**config.mk**
```make
export PLATFORM = sky130hd
export DESIGN_NAME = cpu_oam_dma_arbiter
export DESIGN_NICKNAME = d
export VERILOG_FILES = /design/src/rtl/cpu_oam_dma_arbiter_pkg.sv /design/src/rtl/cpu_bus_mux.sv /design/src/rtl/cpu_register.sv /design/src/rtl/cpu_oam_dma_arbiter.sv
export SDC_FILE = /design/constraint.sdc
export NUM_CORES = 1
export LEC_CHECK = 0
export CORE_MARGIN = 10
export CORE_UTILIZATION = 40
export CTS_BUF_LIST = sky130_fd_sc_hd__clkbuf_2
export DETAILED_ROUTE_END_ITERATION = 12
export HOLD_SLACK_MARGIN = 0.12
export PLACE_DENSITY = 0.76
export SKIP_LAST_GASP = 1
export SLEW_MARGIN = 20
export SYNTH_ARGS = -nofsm -noshare
export SYNTH_HDL_FRONTEND = slang
export SYNTH_HIERARCHICAL = 1
export SYNTH_SLANG_ARGS = --single-unit
```
**constraint.sdc**
```tcl
create_clock -name clock -period 2.85 [get_ports clock]
set_clock_uncertainty 0.15 [all_clocks]
set_input_delay 0.285 -clock clock [delete_from_list [all_inputs] [get_ports clock]]
set_output_delay 0.285 -clock clock [all_outputs]
set_load 0.02 [all_outputs]
```
**src/rtl/cpu_oam_dma_arbiter_pkg.sv**
```systemverilog
// cpu_oam_dma_arbiter_pkg: shared CPU bus types and addresses for the OAM DMA arbiter
package cpu_oam_dma_arbiter_pkg;
    typedef enum logic [2:0] {
        DMA_IDLE,
        DMA_HALT,
        DMA_ALIGN,
        DMA_READ,
        DMA_WRITE
    } dma_state_t;
    localparam logic [15:0] DMA_REG_ADDR  = 16'h4014;
    localparam logic [15:0] OAM_DATA_ADDR = 16'h2004;
    localparam int          XFER_LEN      = 256;
    localparam logic [7:0]  LAST_INDEX    = 8'(XFER_LEN - 1);
endpackage

```
**src/rtl/cpu_bus_mux.sv**
```systemverilog
// cpu_bus_mux: selects whether the CPU or the DMA engine drives the memory bus
module cpu_bus_mux (
    input  logic        sel_dma,
    input  logic [15:0] cpu_addr,
    input  logic        cpu_r_en,
    input  logic [7:0]  cpu_w_data,
    input  logic [15:0] dma_addr,
    input  logic        dma_r_en,
    input  logic [7:0]  dma_w_data,
    output logic [15:0] mem_addr,
    output logic        mem_r_en,
    output logic [7:0]  mem_w_data
);
    assign mem_addr   = sel_dma ? dma_addr   : cpu_addr;
    assign mem_r_en   = sel_dma ? dma_r_en   : cpu_r_en;
    assign mem_w_data = sel_dma ? dma_w_data : cpu_w_data;
endmodule

```
**src/rtl/cpu_register.sv**
```systemverilog
// cpu_register: generic load-enabled register with asynchronous active-low clear
module cpu_register #(
    parameter int WIDTH = 8
) (
    input  logic             clock,
    input  logic             reset_n,
    input  logic             load,
    input  logic [WIDTH-1:0] d,
    output logic [WIDTH-1:0] q
);
    // hold value until load, clear on reset
    always_ff @(posedge clock or negedge reset_n) begin
        if (!reset_n) q <= '0;
        else if (load) q <= d;
    end
endmodule

```
**src/rtl/cpu_oam_dma_arbiter.sv**
```systemverilog
// cpu_oam_dma_arbiter: CPU bus owner that runs 256-byte sprite DMA on a $4014 write.
// Define CPU_OAM_DMA_ALIGN_EN to insert the get/put parity alignment cycle (513/514 cycles);
// without it HALT always goes straight to READ (fixed 513 cycles).
module cpu_oam_dma_arbiter
    import cpu_oam_dma_arbiter_pkg::*;
(
    input  logic        clock,
    input  logic        reset_n,
    input  logic        clock_en,
    input  logic [15:0] cpu_addr,
    input  logic        cpu_r_en,
    input  logic [7:0]  cpu_w_data,
    input  logic [7:0]  mem_r_data,
    output logic [15:0] mem_addr,
    output logic        mem_r_en,
    output logic [7:0]  mem_w_data,
    output logic        cpu_stall,
    output logic        dma_active,
    output logic        dma_done
);
    dma_state_t  state, next_state;
    logic [7:0]  page, index;
    logic        parity, start, busy, dma_r_en;
    logic [15:0] dma_addr;
    logic [7:0]  dma_w_data;

    // only an idle bus accepts a new DMA request; later $4014 writes are ignored
    assign start = (state == DMA_IDLE) && (cpu_addr == DMA_REG_ADDR) && !cpu_r_en;

    cpu_register #(.WIDTH(8)) u_page (
        .clock   (clock),
        .reset_n (reset_n),
        .load    (clock_en && start),
        .d       (cpu_w_data),
        .q       (page)
    );

    // state register advances only on CPU cycles
    always_ff @(posedge clock or negedge reset_n) begin
        if (!reset_n) state <= DMA_IDLE;
        else if (clock_en) state <= next_state;
    end

    // byte index and get/put parity
    always_ff @(posedge clock or negedge reset_n) begin
        if (!reset_n) begin
            index  <= '0;
            parity <= 1'b0;
        end else if (clock_en) begin
            parity <= ~parity;
            index  <= start ? 8'h00 : (state == DMA_WRITE) ? index + 8'h01 : index;
        end
    end

`ifdef CPU_OAM_DMA_ALIGN_EN
    // next state; HALT waits one extra cycle so READ lands on a get cycle
    always_comb begin
        next_state = state;
        unique case (state)
            DMA_IDLE:  next_state = start ? DMA_HALT : DMA_IDLE;
            DMA_HALT:  next_state = parity ? DMA_READ : DMA_ALIGN;
            DMA_ALIGN: next_state = DMA_READ;
            DMA_READ:  next_state = DMA_WRITE;
            DMA_WRITE: next_state = (index == LAST_INDEX) ? DMA_IDLE : DMA_READ;
            default:   next_state = DMA_IDLE;
        endcase
    end
`else
    logic unused_parity;
    assign unused_parity = parity;

    // next state; HALT always goes straight to READ
    always_comb begin
        next_state = state;
        unique case (state)
            DMA_IDLE:  next_state = start ? DMA_HALT : DMA_IDLE;
            DMA_HALT:  next_state = DMA_READ;
            DMA_ALIGN: next_state = DMA_READ;
            DMA_READ:  next_state = DMA_WRITE;
            DMA_WRITE: next_state = (index == LAST_INDEX) ? DMA_IDLE : DMA_READ;
            default:   next_state = DMA_IDLE;
        endcase
    end
`endif

    // DMA bus triple and status, decoded from state; HALT/ALIGN do a dummy page read
    always_comb begin
        busy       = state != DMA_IDLE;
        dma_r_en   = state != DMA_WRITE;
        dma_addr   = (state == DMA_WRITE) ? OAM_DATA_ADDR :
                     (state == DMA_READ)  ? {page, index} : {page, 8'h00};
        dma_w_data = mem_r_data;
        dma_done   = (state == DMA_WRITE) && (index == LAST_INDEX);
    end

    assign cpu_stall  = busy;
    assign dma_active = busy;

    cpu_bus_mux u_mux (
        .sel_dma    (busy),
        .cpu_addr   (cpu_addr),
        .cpu_r_en   (cpu_r_en),
        .cpu_w_data (cpu_w_data),
        .dma_addr   (dma_addr),
        .dma_r_en   (dma_r_en),
        .dma_w_data (dma_w_data),
        .mem_addr   (mem_addr),
        .mem_r_en   (mem_r_en),
        .mem_w_data (mem_w_data)
    );
endmodule
```
==> impl_metrics.env <==
export IMPL_status="completed"
export IMPL_num_vias=1204
export IMPL_drt_wl_total_microns=4140
export IMPL_synth_distinct_cells=35
export IMPL_setup_viol=0
export IMPL_placedInstanceArea_sq_um=2130
export IMPL_h_tree_depth=1
export IMPL_hold_path_class="in -> async"
export IMPL_place_congestion=0.805
export IMPL_cp_endpoint="mem_addr[9]"
export IMPL_ff2ff_path_depth=4
export IMPL_synth_seq_area_share_pct=31.4
export IMPL_ys_seq_elements=19
export IMPL_avgRoutedWirePerCell_microns=17.2
export IMPL_startpoint="state[0]"
export IMPL_finalMaxSlewViolations=0
export IMPL_antenna_cells=0
export IMPL_grt_total_usage_pct=11.4
export IMPL_dp_hpwl_microns=3230
export IMPL_cts_tree="built"
export IMPL_worstSkewPairLatency_ns=0.31
export IMPL_fin_nets=231
export IMPL_leakagePower_nw=1.00
export IMPL_antenna_found_initial=0
export IMPL_ctsRootBufferMaster="clkbuf_2"
export IMPL_end_kind="output port"
export IMPL_hold_buffers=0
export IMPL_die_h_microns=81.6
export IMPL_clk_pin_slew_ns=0.18
export IMPL_required_ns=2.41
export IMPL_grt_setup_unrepaired="true"
export IMPL_portBuffers=63
export IMPL_start_util_pct=41.4
export IMPL_cts_sinks=19
export IMPL_grt_pass1_wl_microns=6100
export IMPL_gr_total_overflow=0
export IMPL_grt_max_degree=29
export IMPL_tightest_slew_ns=0.860
export IMPL_ir_drop_mv=0.365
export IMPL_maxCapViolations=0
export IMPL_reg2reg_to="u_page/q[1]"
export IMPL_syn_area_sq_um=1520
export IMPL_syn2layout_area_growth_pct=42.7
export IMPL_drt_initial_drc_count=48
export IMPL_criticalPathCategory="reg -> out"
export IMPL_crit_path_start_kind="register"
export IMPL_ctsLongestPathBuffers=2
export IMPL_path_max_fanout=13
export IMPL_r2r_slack_ns=0.42
export IMPL_fmax_mhz=367
export IMPL_yosysWarnings=6
export IMPL_syn_inst=132
export IMPL_critical_path_arrival_ns=2.29
export IMPL_first_pass_iters=4
export IMPL_cts_buffers=3
export IMPL_final_design_area_no_fill_sq_um=2160
export IMPL_hold_ws_ns=0.289
export IMPL_io_pins=64
export IMPL_drt_vias_per_instance=5.00
export IMPL_drc=0
export IMPL_fin_crit_sh_pct=95.7
export IMPL_power_density_nw_per_um2=775
export IMPL_fin_crit_ns=2.73
export IMPL_relSlewSlack_pct=42.5
export IMPL_syn_num_nets=169
export IMPL_ant_nets=0
export IMPL_syn_area_per_cell_sq_um=11.5
export IMPL_hold_violations=0
export IMPL_row_count=22
export IMPL_dieArea_sq_um=6650
export IMPL_die_w_microns=81.6
export IMPL_core_area_sq_um=3660
export IMPL_drive_gt1_share_pct=23.8
export IMPL_reg2reg_from="state[0]"
export IMPL_grt_pass1_vias=1143
timing repair:
item,4_1_cts,5_1_grt
gates resized for setup,0,1
endpoints found under the hold margin,0,0
endpoints found under the setup margin,0,25
setup buffers,0,0
sequential cells by signal, summed over array words and instances, names as in the netlist:
name,cells
index,8
state,3
u_page/q,8
how the worst min path moves through the flow:
stage                             end
after floorplan              index[0]
after global placement    u_page/q[3]
after detailed placement  u_page/q[1]
after CTS                 u_page/q[1]
after global routing      u_page/q[1]
final                     u_page/q[0]
layout make-up:
class / instances / area [sq um]
fill: 276 / 1500
multi-input combinational: 105 / 966
timing repair buffer: 64 / 638
sequential: 19 / 475
tap: 48 / 60.1
clock buffer: 4 / 20.0
inverter: 1 / 3.75
layer usage:
layer	global-route usage (%)	share of wire [%]
met5	0	0
met4	2.55	0.60
met3	2.95	10
met2	18.9	46
met1	14.6	43
per-stage QoR:
stage	cells	utilization (%)	setup WS [ns]	setup TNS, ns	total power, W
2_1_floorplan	132	-	0.735	0	0.00121
3_3_place_gp	236	58.2	0.454	0	0.00153
3_5_place_dp	236	58.2	0.379	0	0.00154
4_1_cts	240	58.8	0.0578	0	0.00167
5_1_grt	241	59.1	-0.0303	-0.0705	0.00177
6_report	241	59.1	0.123	0	0.00168
cells in the final DEF (no fill, tap or decap):
cell,n
and2_1,14
nor4b_1,1
ha_1,1
nand3b_1,1
nand2b_1,1
mux2_4,28
clkdlybuf4s50_1,63
nor3_4,1
nand4b_4,1
buf_4,1
o211ai_1,1
o21ai_1,1
and3_1,3
mux2_2,6
and3b_1,1
clkbuf_2,4
nor2_2,1
a31oi_1,1
and4bb_1,1
nand3_1,2
nor3b_4,1
inv_1,1
a21oi_1,1
dfrtp_1,19
o21ai_0,2
a32oi_1,1
nor2_1,10
xor2_1,6
and4bb_2,1
or3_4,2
nor4_1,2
nand4_1,3
nand2_1,11
where the power goes:
part           internal [W]  switching, W
clock network     0.0000372     0.0000817
logic              0.000649      0.000537
registers          0.000305     0.0000669
critical path: stages (launching register included):
cell and delay (ns):
dfrtp_1 0.51, nor2_1 0.13, nand2_1 0.27, and2_1 0.28, mux2_4 0.25, clkdlybuf4s50_1 0.55
synthesized netlist by cell type:
| master | n | area, sq um |
|---|---|---|
| mux2_4 | 28 | 420 |
| dfrtp_1 | 19 | 475 |
| and2_1 | 14 | 87.6 |
| nand2_1 | 11 | 41.3 |
| nor2_1 | 10 | 37.5 |
| mux2_2 | 6 | 67.6 |
| xor2_1 | 6 | 52.6 |
| and3_1 | 3 | 18.8 |
| nand4_1 | 3 | 18.8 |
| buf_12 | 2 | 40.0 |
| buf_6 | 2 | 22.5 |
| clkbuf_1 | 2 | 7.51 |
| nand3_1 | 2 | 10.0 |
| nor4_1 | 2 | 12.5 |
| o21ai_0 | 2 | 10.0 |
| a21oi_1 | 1 | 5.00 |
| a31oi_1 | 1 | 6.26 |
| a32oi_1 | 1 | 8.76 |
| and3b_1 | 1 | 8.76 |
| and4bb_1 | 1 | 12.5 |
| and4bb_2 | 1 | 12.5 |
| buf_2 | 1 | 5.00 |
| buf_4 | 1 | 7.51 |
| ha_1 | 1 | 12.5 |
| inv_1 | 1 | 3.75 |
| nand2b_1 | 1 | 6.26 |
| nand3b_1 | 1 | 7.51 |
| nand4b_4 | 1 | 23.8 |
| nor2_2 | 1 | 6.26 |
| nor3_4 | 1 | 16.3 |
| nor3b_4 | 1 | 18.8 |
| nor4b_1 | 1 | 8.76 |
| o211ai_1 | 1 | 7.51 |
| o21ai_1 | 1 | 5.00 |
| or3_4 | 1 | 11.3 |
cells by family (layout without fill, tap and decap cells):
| logic type | count (synthesis) | in the layout | share of synthesized area (%) |
|---|---|---|---|
| mux | 34 | 34 | 32.2 |
| compound gates | 7 | 7 | 2.81 |
| xor+xnor | 6 | 6 | 3.47 |
| simple gates | 56 | 57 | 23.7 |
| fa+ha+maj | 1 | 1 | 0.825 |
| buf+inv | 9 | 69 | 5.69 |
| flops | 19 | 19 | 31.4 |
Note: power is estimated with default switching activity, not from simulation.
